$ cat src/rtl/mux_rr_nto1_if.sv
`default_nettype none
// ============================================================================
// Module   : mux_rr_nto1_if
// Purpose  : Producer/consumer bundle for the N-to-1 round-robin mux.
// Revision : 1.0 - initial release
// ============================================================================
interface mux_rr_nto1_if #(
    parameter int WIDTH = 5,
    parameter int N     = 4,
    parameter int SELW  = 2
);
    logic [N*WIDTH-1:0] in_data;
    logic [N-1:0]       in_valid;
    logic [N-1:0]       in_ready;
    logic               mode;
    logic [SELW-1:0]    sel;
    logic [WIDTH-1:0]   out_data;
    logic [SELW-1:0]    out_sel;
    logic               out_valid;
    logic               out_ready;

    modport master (
        output in_data, in_valid, mode, sel, out_ready,
        input  in_ready, out_data, out_sel, out_valid
    );

    modport slave (
        input  in_data, in_valid, mode, sel, out_ready,
        output in_ready, out_data, out_sel, out_valid
    );
endinterface
`default_nettype wire

$ cat src/rtl/mux_rr_nto1.sv
`default_nettype none
// ============================================================================
// Module   : mux_rr_nto1
// Purpose  : N-channel registered mux, round-robin or fixed select, with
//            valid/ready handshake on every channel and on the output.
// Revision : 1.0 - initial release
// ============================================================================
module mux_rr_nto1 #(
    parameter int WIDTH = 5,
    parameter int N     = 4,
    parameter int SELW  = 2
) (
    input  wire logic         clk,
    input  wire logic         rst,
    mux_rr_nto1_if.slave      bus
);

    logic [WIDTH-1:0] r_data;
    logic [SELW-1:0]  r_sel;
    logic             r_valid;
    logic [SELW-1:0]  r_ptr;

    logic [N-1:0]     w_grant;
    logic [SELW-1:0]  w_idx;
    logic [WIDTH-1:0] w_data;
    logic             w_hit;
    logic             w_space;
    logic             w_accept;

    // Channel searched k-th when the pointer is p; wraps at N, not 2^SELW.
    function automatic int rr_pos(input logic [SELW-1:0] p, input int k);
        int s;
        s = int'(p) + k;
        return (s >= N) ? s - N : s;
    endfunction

    always_comb begin
        w_grant = '0;
        w_idx   = '0;
        w_data  = '0;
        w_hit   = 1'b0;
        if (bus.mode) begin
            // Out-of-range sel values never match any channel index.
            for (int i = 0; i < N; i++) begin
                if (bus.sel == SELW'(i) && bus.in_valid[i]) begin
                    w_grant[i] = 1'b1;
                    w_idx      = SELW'(i);
                    w_data     = bus.in_data[i*WIDTH +: WIDTH];
                    w_hit      = 1'b1;
                end
            end
        end else begin
            for (int k = 0; k < N; k++) begin
                for (int i = 0; i < N; i++) begin
                    if (!w_hit && bus.in_valid[i] && i == rr_pos(r_ptr, k)) begin
                        w_grant[i] = 1'b1;
                        w_idx      = SELW'(i);
                        w_data     = bus.in_data[i*WIDTH +: WIDTH];
                        w_hit      = 1'b1;
                    end
                end
            end
        end
    end

    // Reset also masks the accept path so no producer sees ready while held.
    assign w_space      = (~r_valid | bus.out_ready) & ~rst;
    assign w_accept     = w_hit & w_space;
    assign bus.in_ready = w_grant & {N{w_space}};

    always_ff @(posedge clk or posedge rst) begin
        if (rst) begin
            r_data  <= '0;
            r_sel   <= '0;
            r_valid <= 1'b0;
            r_ptr   <= '0;
        end else begin
            if (w_accept) begin
                r_data  <= w_data;
                r_sel   <= w_idx;
                r_valid <= 1'b1;
                if (!bus.mode) begin
                    r_ptr <= (w_idx == SELW'(N - 1)) ? '0 : w_idx + 1'b1;
                end
            end else if (bus.out_ready) begin
                r_valid <= 1'b0;
            end
        end
    end

    assign bus.out_data  = r_data;
    assign bus.out_sel   = r_sel;
    assign bus.out_valid = r_valid;

endmodule
`default_nettype wire

$ cat src/flat_wrapper.sv
// flat-port wrapper written by rule: the top's interface ports become plain ports
module mux_rr_nto1_flat 
#(
    parameter int WIDTH = 5,
    parameter int N     = 4,
    parameter int SELW  = 2
)
  (clk, rst, bus_in_data, bus_in_valid, bus_mode, bus_sel, bus_out_ready, bus_in_ready, bus_out_data, bus_out_sel, bus_out_valid);
  mux_rr_nto1_if #(.WIDTH(WIDTH), .N(N), .SELW(SELW)) bus_i ();
  input  wire logic clk;
  input  wire logic rst;
  input wire logic [$bits(bus_i.in_data)-1:0] bus_in_data;
  input wire logic [$bits(bus_i.in_valid)-1:0] bus_in_valid;
  input wire logic [$bits(bus_i.mode)-1:0] bus_mode;
  input wire logic [$bits(bus_i.sel)-1:0] bus_sel;
  input wire logic [$bits(bus_i.out_ready)-1:0] bus_out_ready;
  output wire logic [$bits(bus_i.in_ready)-1:0] bus_in_ready;
  output wire logic [$bits(bus_i.out_data)-1:0] bus_out_data;
  output wire logic [$bits(bus_i.out_sel)-1:0] bus_out_sel;
  output wire logic [$bits(bus_i.out_valid)-1:0] bus_out_valid;
  assign bus_i.in_data = bus_in_data;
  assign bus_i.in_valid = bus_in_valid;
  assign bus_i.mode = bus_mode;
  assign bus_i.sel = bus_sel;
  assign bus_i.out_ready = bus_out_ready;
  assign bus_in_ready = bus_i.in_ready;
  assign bus_out_data = bus_i.out_data;
  assign bus_out_sel = bus_i.out_sel;
  assign bus_out_valid = bus_i.out_valid;
  mux_rr_nto1 #(.WIDTH(WIDTH), .N(N), .SELW(SELW)) u_core (.clk(clk), .rst(rst), .bus(bus_i));
endmodule
$ cat config.mk
export PLATFORM = sky130hd
export DESIGN_NAME = mux_rr_nto1_flat
export DESIGN_NICKNAME = d
export VERILOG_FILES = /design/src/rtl/mux_rr_nto1_if.sv /design/src/rtl/mux_rr_nto1.sv /design/src/flat_wrapper.sv
export SDC_FILE = /design/constraint.sdc
export NUM_CORES = 1
export LEC_CHECK = 0
export BUFFER_PORTS_ARGS = -buffer_cell sky130_fd_sc_hd__buf_2
export CAP_MARGIN = 5
export CORE_ASPECT_RATIO = 1.25
export CORE_MARGIN = 3
export CORE_UTILIZATION = 37
export CTS_BUF_LIST = sky130_fd_sc_hd__clkbuf_8
export CTS_CLUSTER_DIAMETER = 30
export CTS_CLUSTER_SIZE = 12
export DETAILED_ROUTE_END_ITERATION = 8
export PLACE_DENSITY = 0.7
export SETUP_SLACK_MARGIN = 0.2
export SLEW_MARGIN = 0
export SYNTH_ARGS = -nofsm -noshare
export SYNTH_HDL_FRONTEND = slang
export SYNTH_SLANG_ARGS = --single-unit
$ cat constraint.sdc
create_clock -name clk -period 2.15 [get_ports clk]
set_input_delay 0.1075 -clock clk [delete_from_list [all_inputs] [get_ports clk]]
set_output_delay 0.1075 -clock clk [all_outputs]
set_load 0.02 [all_outputs]
### Word level (Yosys, flattened, before mapping)

Cells that the tools add are included.
W data, S select, Z words.

* bitwise operators: 7
* mux-type cells: 102
* reduce and logical (&&, ||, !) cells: 57
* order comparisons: 4
* add/subtract/negate cells: 8
* equality and inequality tests: 16

Operator list (number)
* $eq A3 B32 Y1 const A: 8
* $eq A2 B32 Y1 const A: 4
* $logic_not A32 Y1: 4
* $mux W32: 4
* $mux W5: 21
* $ge A32 B4 Y1 const B: 3
* $sub A32 B4 Y32 const B: 3
* $mux W1: 58
* $mux W2: 18
* $logic_and A1 B1 Y1: 35
* $logic_not A1 Y1: 15
* $add A2 B2 Y3 const B: 2
* $eq A2 B2 Y1 const B: 3
* $and A4 B4 Y4: 1
* $mux W4: 1
* $sub A2 B3 Y4 const B: 1
* $add A2 B1 Y3 const B: 1
* $ge A2 B3 Y1 const B: 1
* $not A1 Y1: 3
* $add A2 B1 Y2 const B: 1
* $and A1 B1 Y1: 2
* $eq A2 B1 Y1 const B: 1
* $logic_not A2 Y1: 1
* $reduce_and A2 Y1: 1
* 2 further kinds: 2

* logic and storage cells: 198
* flip-flop bits (word level): 10
* bits of input ports: 30
* output and inout bits: 12

### Logic depth before layout (Yosys ltp)

Gate-level depths: netlist of the first run.

* depth in word-level cells: 83
* gate-level depth with buffers: 8
* depth with buffers taken out: 6

### Worst setup path before layout of the first run

No wires, ideal clock.

* path kind: flip-flop to flip-flop
* start: register u_core.r_ptr[1]
* end: register u_core.r_data[0] (netlist: u_core.bus.out_data[0])
* setup slack: 0.464 ns
* period minus slack after synthesis: 1.686 ns
* cell stages (with the launch flop): 7
* arrival: 1.560 ns
* buffers on the path: 0
* cells stage by stage: dfrtp_1 nor4_1 nand3_1 o22ai_1 or3_1 a21oi_1 o32a_1

* cells in the longest elaborated chain, start to end: 82
* elaborated cells between the ends (all ways): 127

RTL lines
* start, declared: RTL line mux_rr_nto1.sv:21 `logic [SELW-1:0] r_ptr;`
* start signal, assigned: RTL line mux_rr_nto1.sv:83 `r_ptr <= (w_idx == SELW'(N - 1)) ? '0 : w_idx + 1'b1;`
* $sub A2 B3 Y4 / $ge A2 B3 Y1 (equally long branches): RTL line mux_rr_nto1.sv:34 `return (s >= N) ? s - N : s;`
* $mux W32: RTL line mux_rr_nto1.sv:34
* $logic_not A32 Y1: RTL line mux_rr_nto1.sv:55 `if (!w_hit && bus.in_valid[i] && i == rr_pos(r_ptr, k)) begin`
* $logic_and A1 B1 Y1: RTL line mux_rr_nto1.sv:55
* $mux W1: RTL line mux_rr_nto1.sv:55
* $mux W1: RTL line mux_rr_nto1.sv:42 `if (bus.mode) begin`
* $logic_not A1 Y1: RTL line mux_rr_nto1.sv:55
* $logic_and A1 B1 Y1 (2 in a row): RTL line mux_rr_nto1.sv:55
* (+63 left out)
* $logic_and A1 B1 Y1 (2 in a row): RTL line mux_rr_nto1.sv:55
* $mux W1: RTL line mux_rr_nto1.sv:55
* $mux W1: RTL line mux_rr_nto1.sv:42
* $logic_not A1 Y1: RTL line mux_rr_nto1.sv:55
* $logic_and A1 B1 Y1 (2 in a row): RTL line mux_rr_nto1.sv:55
* $mux W1: RTL line mux_rr_nto1.sv:55
* $mux W1: RTL line mux_rr_nto1.sv:42
* $and A1 B1 Y1: RTL line mux_rr_nto1.sv:68 `assign w_accept = w_hit & w_space;`
* end signal, assigned: RTL line mux_rr_nto1.sv:79 `r_data <= w_data;`
* end, declared: RTL line mux_rr_nto1.sv:18 `logic [WIDTH-1:0] r_data;`

Parallel ways exist; a longest one is shown, timed or not. The select of a mux whose other input is x is not followed.
A chain may end at the register's enable or synchronous reset.

### Worst setup path after layout of the first run

* start: register u_core.r_ptr[1]
* end: register u_core.r_data[4] (netlist: u_core.bus.out_data[4])

Same word-level chain as after synthesis.

==> impl_metrics.tcl, run 1 <==
set metrics [dict create \
    p_leak_nw 0.967 \
    pre_cts_slack_ns 0.147 \
    ant_nets 0 \
    worstSkewPairLatency_ns 0.24 \
    synth-edff-count 0 \
    pwr-share-seq_pct 18.2 \
    max_slew.worst_pin.slew_ns 0.534 \
    setup_tns_ns 0 \
    placementRows 26 \
    netSwitchingPower_uw 839 \
    fp.dieH_microns 81.1 \
    syn_inst 234 \
    synthArstFlopShare_pct 100 \
    layout_min_cycle_time_ns 1.98 \
    p_int_uw 947 \
    drc_errors 0 \
    grt_pass1_wl_microns 10900 \
    rsz0062_at_grt "true" \
    combPwrFrac_pct 71.0 \
    drtPass1Iterations 6 \
    power_density_nw_per_um2 785 \
    syn_area_per_cell_sq_um 7.14 \
    final.setup.worst_slack_ns 0.170 \
    cts_buffers 3 \
    yosysTopAreaCell "dfrtp_1" \
    setup_violations 0 \
    fmaxAchievable_mhz 505 \
    clkPwrFrac_pct 10.8 \
    cp-end-kind "register" \
    cp.required_ns 2.29 \
    syn-cell-area_sq_um 1670 \
    grt_max_degree 19 \
    antenna_found_initial 0 \
    ys_warn_count 0 \
    fin_skew_ns 0.00148 \
    htree_levels 1 \
    ys.flop_type "dfrtp_1" \
    cts_num_sinks 10 \
    start_util_pct 39.5 \
    max-cap-violations 0 \
    grt_pass1_vias 2150 \
    syn_nets 264 \
    maxSlewViolCount 0 \
    final_common_cell "buf_2" \
    finalCritPeriodShare_pct 92.1 \
    viasPerCell 6.71 \
    seq_area_frac_synth_pct 15.0 \
    grt.total_usage_pct 26.2 \
    tritoncts "built" \
    portBuffers 41 \
    ys_ff_latch 10 \
    routabilityCongestion 1.00 \
    routedWlPerCell_microns 20.3 \
    clock_path_buffers 2 \
    drtIter0Drc 254 \
    yosys-top-cells-area "dfrtp_1 15%, nand2_1 5.8%, o21ai_0 5.4%" \
    vdd.ir_drop.worst_uv 561 \
    mostFrequentLayoutCells "40 x buf_2, 29 x buf_4, 26 x nand2_1" \
    hpwl_microns 5270 \
    nets 326 \
    critPathMaxFanout 7 \
    ys_types 60 \
    hold_violations 0 \
    status "completed" \
    die-area_sq_um 5360 \
    power_mw 1.79 \
    pin_count 42 \
    fp.coreArea_sq_um 4230 \
    overflow 0 \
    startpoint_type "register" \
    synth_top_area_share_pct 15.0 \
    layout-drive-gt1-share_pct 36.7 \
    swShare_pct 47.0 \
    slew_headroom_pct 64.0 \
    worstSetupPathType "register to register" \
    num_vias 2348 \
    syn2layout_area_growth_pct 36.3 \
    antenna_cells 0 \
    fp.dieW_microns 66.1 \
    root_buffer "clkbuf_8" \
    arrival_ns 2.12 \
    path_clk_slew_ns 0.05 \
    reg2reg_slack_ns 0.17 \
    worstHoldPathType "input pin to register" \
    drt-total-wl_microns 7110 \
]
==> cells in the mapped netlist, drive strengths merged (2+ instances only) <==
cell type	number
nor4	3
and3b	3
a2111oi	3
a21o	3
and2	5
a32oi	6
or3	5
o2bb2ai	2
o21ai	19
a22oi	6
and3	5
nand3b	5
or2	3
a21oi	17
a31oi	4
clkbuf	5
a211o	2
nand4b	3
nor3b	2
inv	10
o221ai	3
mux2	2
o211ai	5
nand2b	9
nor2	15
o22ai	4
buf	11
dfrtp	10
nand2	26
a2bb2oi	2
nand3	7
nor3	6
a222oi	2
a211oi	3
a221oi	2
nor4b	2
==> metal layers <==
| layer | vias to the layer above | wire, microns | GRT usage (%) |
|---|---|---|---|
| met2 | 198 | 3330 | 41.8 |
| met3 | 45 | 738 | 2.35 |
| met5 | - | 0 | 0 |
| met4 | 0 | 508 | 19.9 |
| li1 | 1039 | - | - |
| met1 | 1066 | 2530 | 32.2 |
==> critical path, stage by stage, from the launching register on <==
cell and delay (ns):
dfrtp_2 0.47, or3b_1 0.43, a2111oi_2 0.47, a21oi_1 0.08, nand3_1 0.11, a31oi_1 0.07, o32ai_2 0.26
==> metrics by stage <==
step / utilization (%) / area [sq um] / std cells / hold slack [ns]
global placement: 48.2 / 2040 / 339 / 0.121
global route: 53.8 / 2280 / 350 / 0.164
floorplan: - / 1670 / 234 / -0.0523
finish: 53.8 / 2280 / 350 / 0.174
CTS: 50.6 / 2140 / 344 / 0.170
detailed placement: 48.2 / 2040 / 339 / 0.134
==> repair_timing <==
| item | 4_1_cts | 5_1_grt |
|---|---|---|
| pin swaps | 0 | 6 |
| gates resized for setup | 11 | 21 |
| hold buffers | 1 | 0 |
| hold endpoints to repair | 10 | 0 |
| buffers inserted | 1 | 6 |
| endpoints found under the setup margin | 7 | 9 |
==> final cells by class <==
type | instances | area (sq um)
well taps | 56 | 70.1
multi-input cells | 198 | 1410
inverters | 10 | 41.3
fillers | 417 | 1950
clock buffers | 3 | 41.3
flip-flops and latches | 10 | 253
repair buffers | 73 | 462
==> worst paths after layout <==
kind / start / to / cells past startpoint
min in group asynchronous: rst / u_core.bus.out_data[1] / 3
setup reg to reg: u_core.r_ptr[1] / u_core.bus.out_data[4] / 6
setup / recovery: u_core.r_ptr[1] / u_core.bus.out_data[4] / 6
hold reg to reg: u_core.bus.out_sel[1] / u_core.bus.out_sel[1] / 2
max in group asynchronous: rst / u_core.r_ptr[1] / 3
hold / removal: bus_out_ready / u_core.bus.out_valid / 3
==> cell families after synthesis <==
family,count (synthesis),share of synthesized area [%]
and+or+nand+nor,102,34.8
muxes,3,2.70
AOI/OAI and AO/OA,93,40.1
buffers and inverters,26,7.49
DFF,10,15.0
==> power by group through the flow <==
stage,registers [mW],clock network (mW),logic [mW]
6_report,0.324,0.194,1.27
5_1_grt,0.331,0.211,1.35
4_1_cts,0.315,0.198,1.07
3_5_place_dp,0.321,0,1.00
3_3_place_gp,0.320,0,1.00
2_1_floorplan,0.357,0,0.618
==> state kept, by name, summed over array words and instances (netlist names) <==
register,cells
u_core.bus.out_data,5
u_core.bus.out_sel,2
u_core.r_ptr,2
u_core.bus.out_valid,1
(Power assumes the default switching activity.)
==> run 2: changes to the inputs <==
BUFFER_PORTS_ARGS = not set   (was -buffer_cell sky130_fd_sc_hd__buf_2)
DONT_BUFFER_PORTS = 1   (was not set)
PLACE_DENSITY = 0.62   (was 0.7)
==> impl_metrics.tcl, run 2 (synthesized netlist as in run 1, its figures left out) <==
set metrics [dict create \
    syn2layout_area_growth_pct 26.4 \
    drtIter0Drc 229 \
    startpoint_type "register" \
    clock_path_buffers 2 \
    hpwl_microns 4910 \
    reg2reg_slack_ns 0.21 \
    cp-endpoint "bus_in_ready[0]" \
    antenna_found_initial 0 \
    placed_cell_area_sq_um 1780 \
    root_buffer "clkbuf_8" \
    routabilityCongestion 0.955 \
    arrival_ns 1.86 \
    pin_count 42 \
    nets 280 \
    fill_cells 409 \
    crit_slowest_cell "dfrtp_2" \
    start_util_pct 39.5 \
    cts_num_sinks 10 \
    viasPerCell 6.93 \
    power_density_nw_per_um2 852 \
    fmaxAchievable_mhz 509 \
    layout_min_cycle_time_ns 1.97 \
    hold_violations 0 \
    cp-end-kind "output pin" \
    p_leak_nw 0.803 \
    cpMostUsedCell "buf_4" \
    critPathBufInv 3 \
    grt_pass1_vias 2146 \
    pre_cts_slack_ns 0.153 \
    slew_headroom_pct 47.9 \
    worstHoldPathType "input pin to register" \
    antenna_cells 0 \
    critPathMaxFanout 10 \
    cts_buffers 3 \
    fin_area_sq_um 2110 \
    mostFrequentLayoutCells "25 x nand2_1, 22 x buf_4, 17 x a21oi_1" \
    tritoncts "built" \
    critical_path.cell_chain "buf_4 -> nand3b_1 -> buf_4 -> o21ai_0 -> nand2_1 -> a31oi_1 -> buf_4" \
    final.setup.worst_slack_ns 0.184 \
    dp_cells 289 \
    setup_tns_ns 0 \
    rsz0062_at_grt "true" \
    num_vias 2113 \
    placementRows 26 \
    max_slew.worst_pin.slew_ns 0.780 \
    rr_startpoint "u_core.r_ptr[0]" \
    ant_nets 0 \
    drtPass1Iterations 5 \
    grt_pass1_wl_microns 10900 \
    crit_cells 7 \
    vdd.ir_drop.worst_uv 466 \
    final_common_cell "nand2_1" \
    finalNonFillerCells 305 \
    fp.dieW_microns 66.1 \
    portBuffers 0 \
    max-cap-violations 0 \
    die-area_sq_um 5360 \
    hold_ws_ns 0.0554 \
    fp.dieH_microns 81.1 \
    maxSlewViolCount 0 \
    routedWlPerCell_microns 22.3 \
    layout-drive-gt1-share_pct 27.3 \
    path_clk_slew_ns 0.05 \
    htree_levels 1 \
    critPathTopFamily "buffers and inverters" \
    status "completed" \
    grt.total_usage_pct 25.9 \
    finalCritPeriodShare_pct 91.4 \
    worstSetupPathType "register to output pin" \
    slowest_delay_ns 0.46 \
    largest_reg_flops 5 \
    startpoint "u_core.r_ptr[1]" \
    fp.coreArea_sq_um 4230 \
    reg2reg_to "u_core.bus.out_data[0]" \
    drt-total-wl_microns 6810 \
    fin_skew_ns 0.00131 \
    setup_violations 0 \
    grt_max_degree 26 \
    rr_worst_depth 9 \
    worstSkewPairLatency_ns 0.24 \
    overflow 0 \
    drc_errors 0 \
    cp.required_ns 2.04 \
]
run 2: cell types whose count changed in the layout (fill, tap and decap cells not counted), moves of 2 or more:
cell / previous run / this run
buf_4: 29 / 22
o21ai_0: 17 / 15
buf_12: 0 / 2
buf_6: 3 / 1
buf_2: 40 / 0
run 2: final cells by class:
cell class | count | area, sq um | area share [%]
multi-input cells | 198 | 1430 | 67.9
inverters | 10 | 41.3 | 1.96
repair buffers | 27 | 259 | 12.3
clock buffers | 4 | 55.1 | 2.61
flip-flops and latches | 10 | 253 | 12.0
well taps | 56 | 70.1 | 3.32
run 2: power breakdown:
group | switching [mW] | internal, mW | total [mW]
clock | 0.0753 | 0.161 | 0.236
sequential | 0.142 | 0.256 | 0.397
combinational | 0.565 | 0.600 | 1.16
total | 0.782 | 1.02 | 1.80
run 2: metal layers:
metal / global-route usage [%] / vias up / wire length [microns]
li1: - / 942 / -
met2: 42.6 / 156 / 3220
met4: 19.5 / 0 / 508
met5: 0 / - / 0
met1: 29.5 / 966 / 2440
met3: 4.56 / 49 / 641
run 2: worst reg2reg max path: stages (launching register included):
cell      delay, ns
dfrtp_2        0.46
buf_12         0.16
buf_12         0.13
nand3b_1       0.12
buf_4          0.14
nor2_1         0.07
a222oi_1       0.22
and3_1         0.20
a21oi_1        0.06
o32a_1         0.28
run 2: what timing repair did:
| action | 4_1_cts | 5_1_grt |
|---|---|---|
| hold buffers | 1 | 0 |
| gates resized for setup | 9 | 27 |
| gates cloned | 1 | 0 |
| endpoints found under the setup margin | 7 | 8 |
| endpoints found under the hold margin | 10 | 0 |
| pin swaps | 3 | 10 |
| setup buffers | 6 | 4 |
run 2: through the flow:
stage | total power, mW | util, %
final | 1.80 | 49.9
after CTS | 1.63 | 46.6
after detailed placement | 1.20 | 42.0
after floorplan | 0.975 | -
after global placement | 1.20 | 42.0
after global routing | 1.90 | 49.9
run 2: worst min path at each step:
stage                       start                     end  slack (ns)  depth (start not counted)
floorplan                     rst  u_core.bus.out_data[0]       -0.05                          1
global placement              rst    u_core.bus.out_valid       0.007                          1
detailed placement            rst    u_core.bus.out_valid       0.002                          1
CTS                 bus_out_ready    u_core.bus.out_valid        0.06                          2
global route             bus_mode  u_core.bus.out_data[3]        0.06                          3
finish              bus_out_ready    u_core.bus.out_valid        0.06                          2
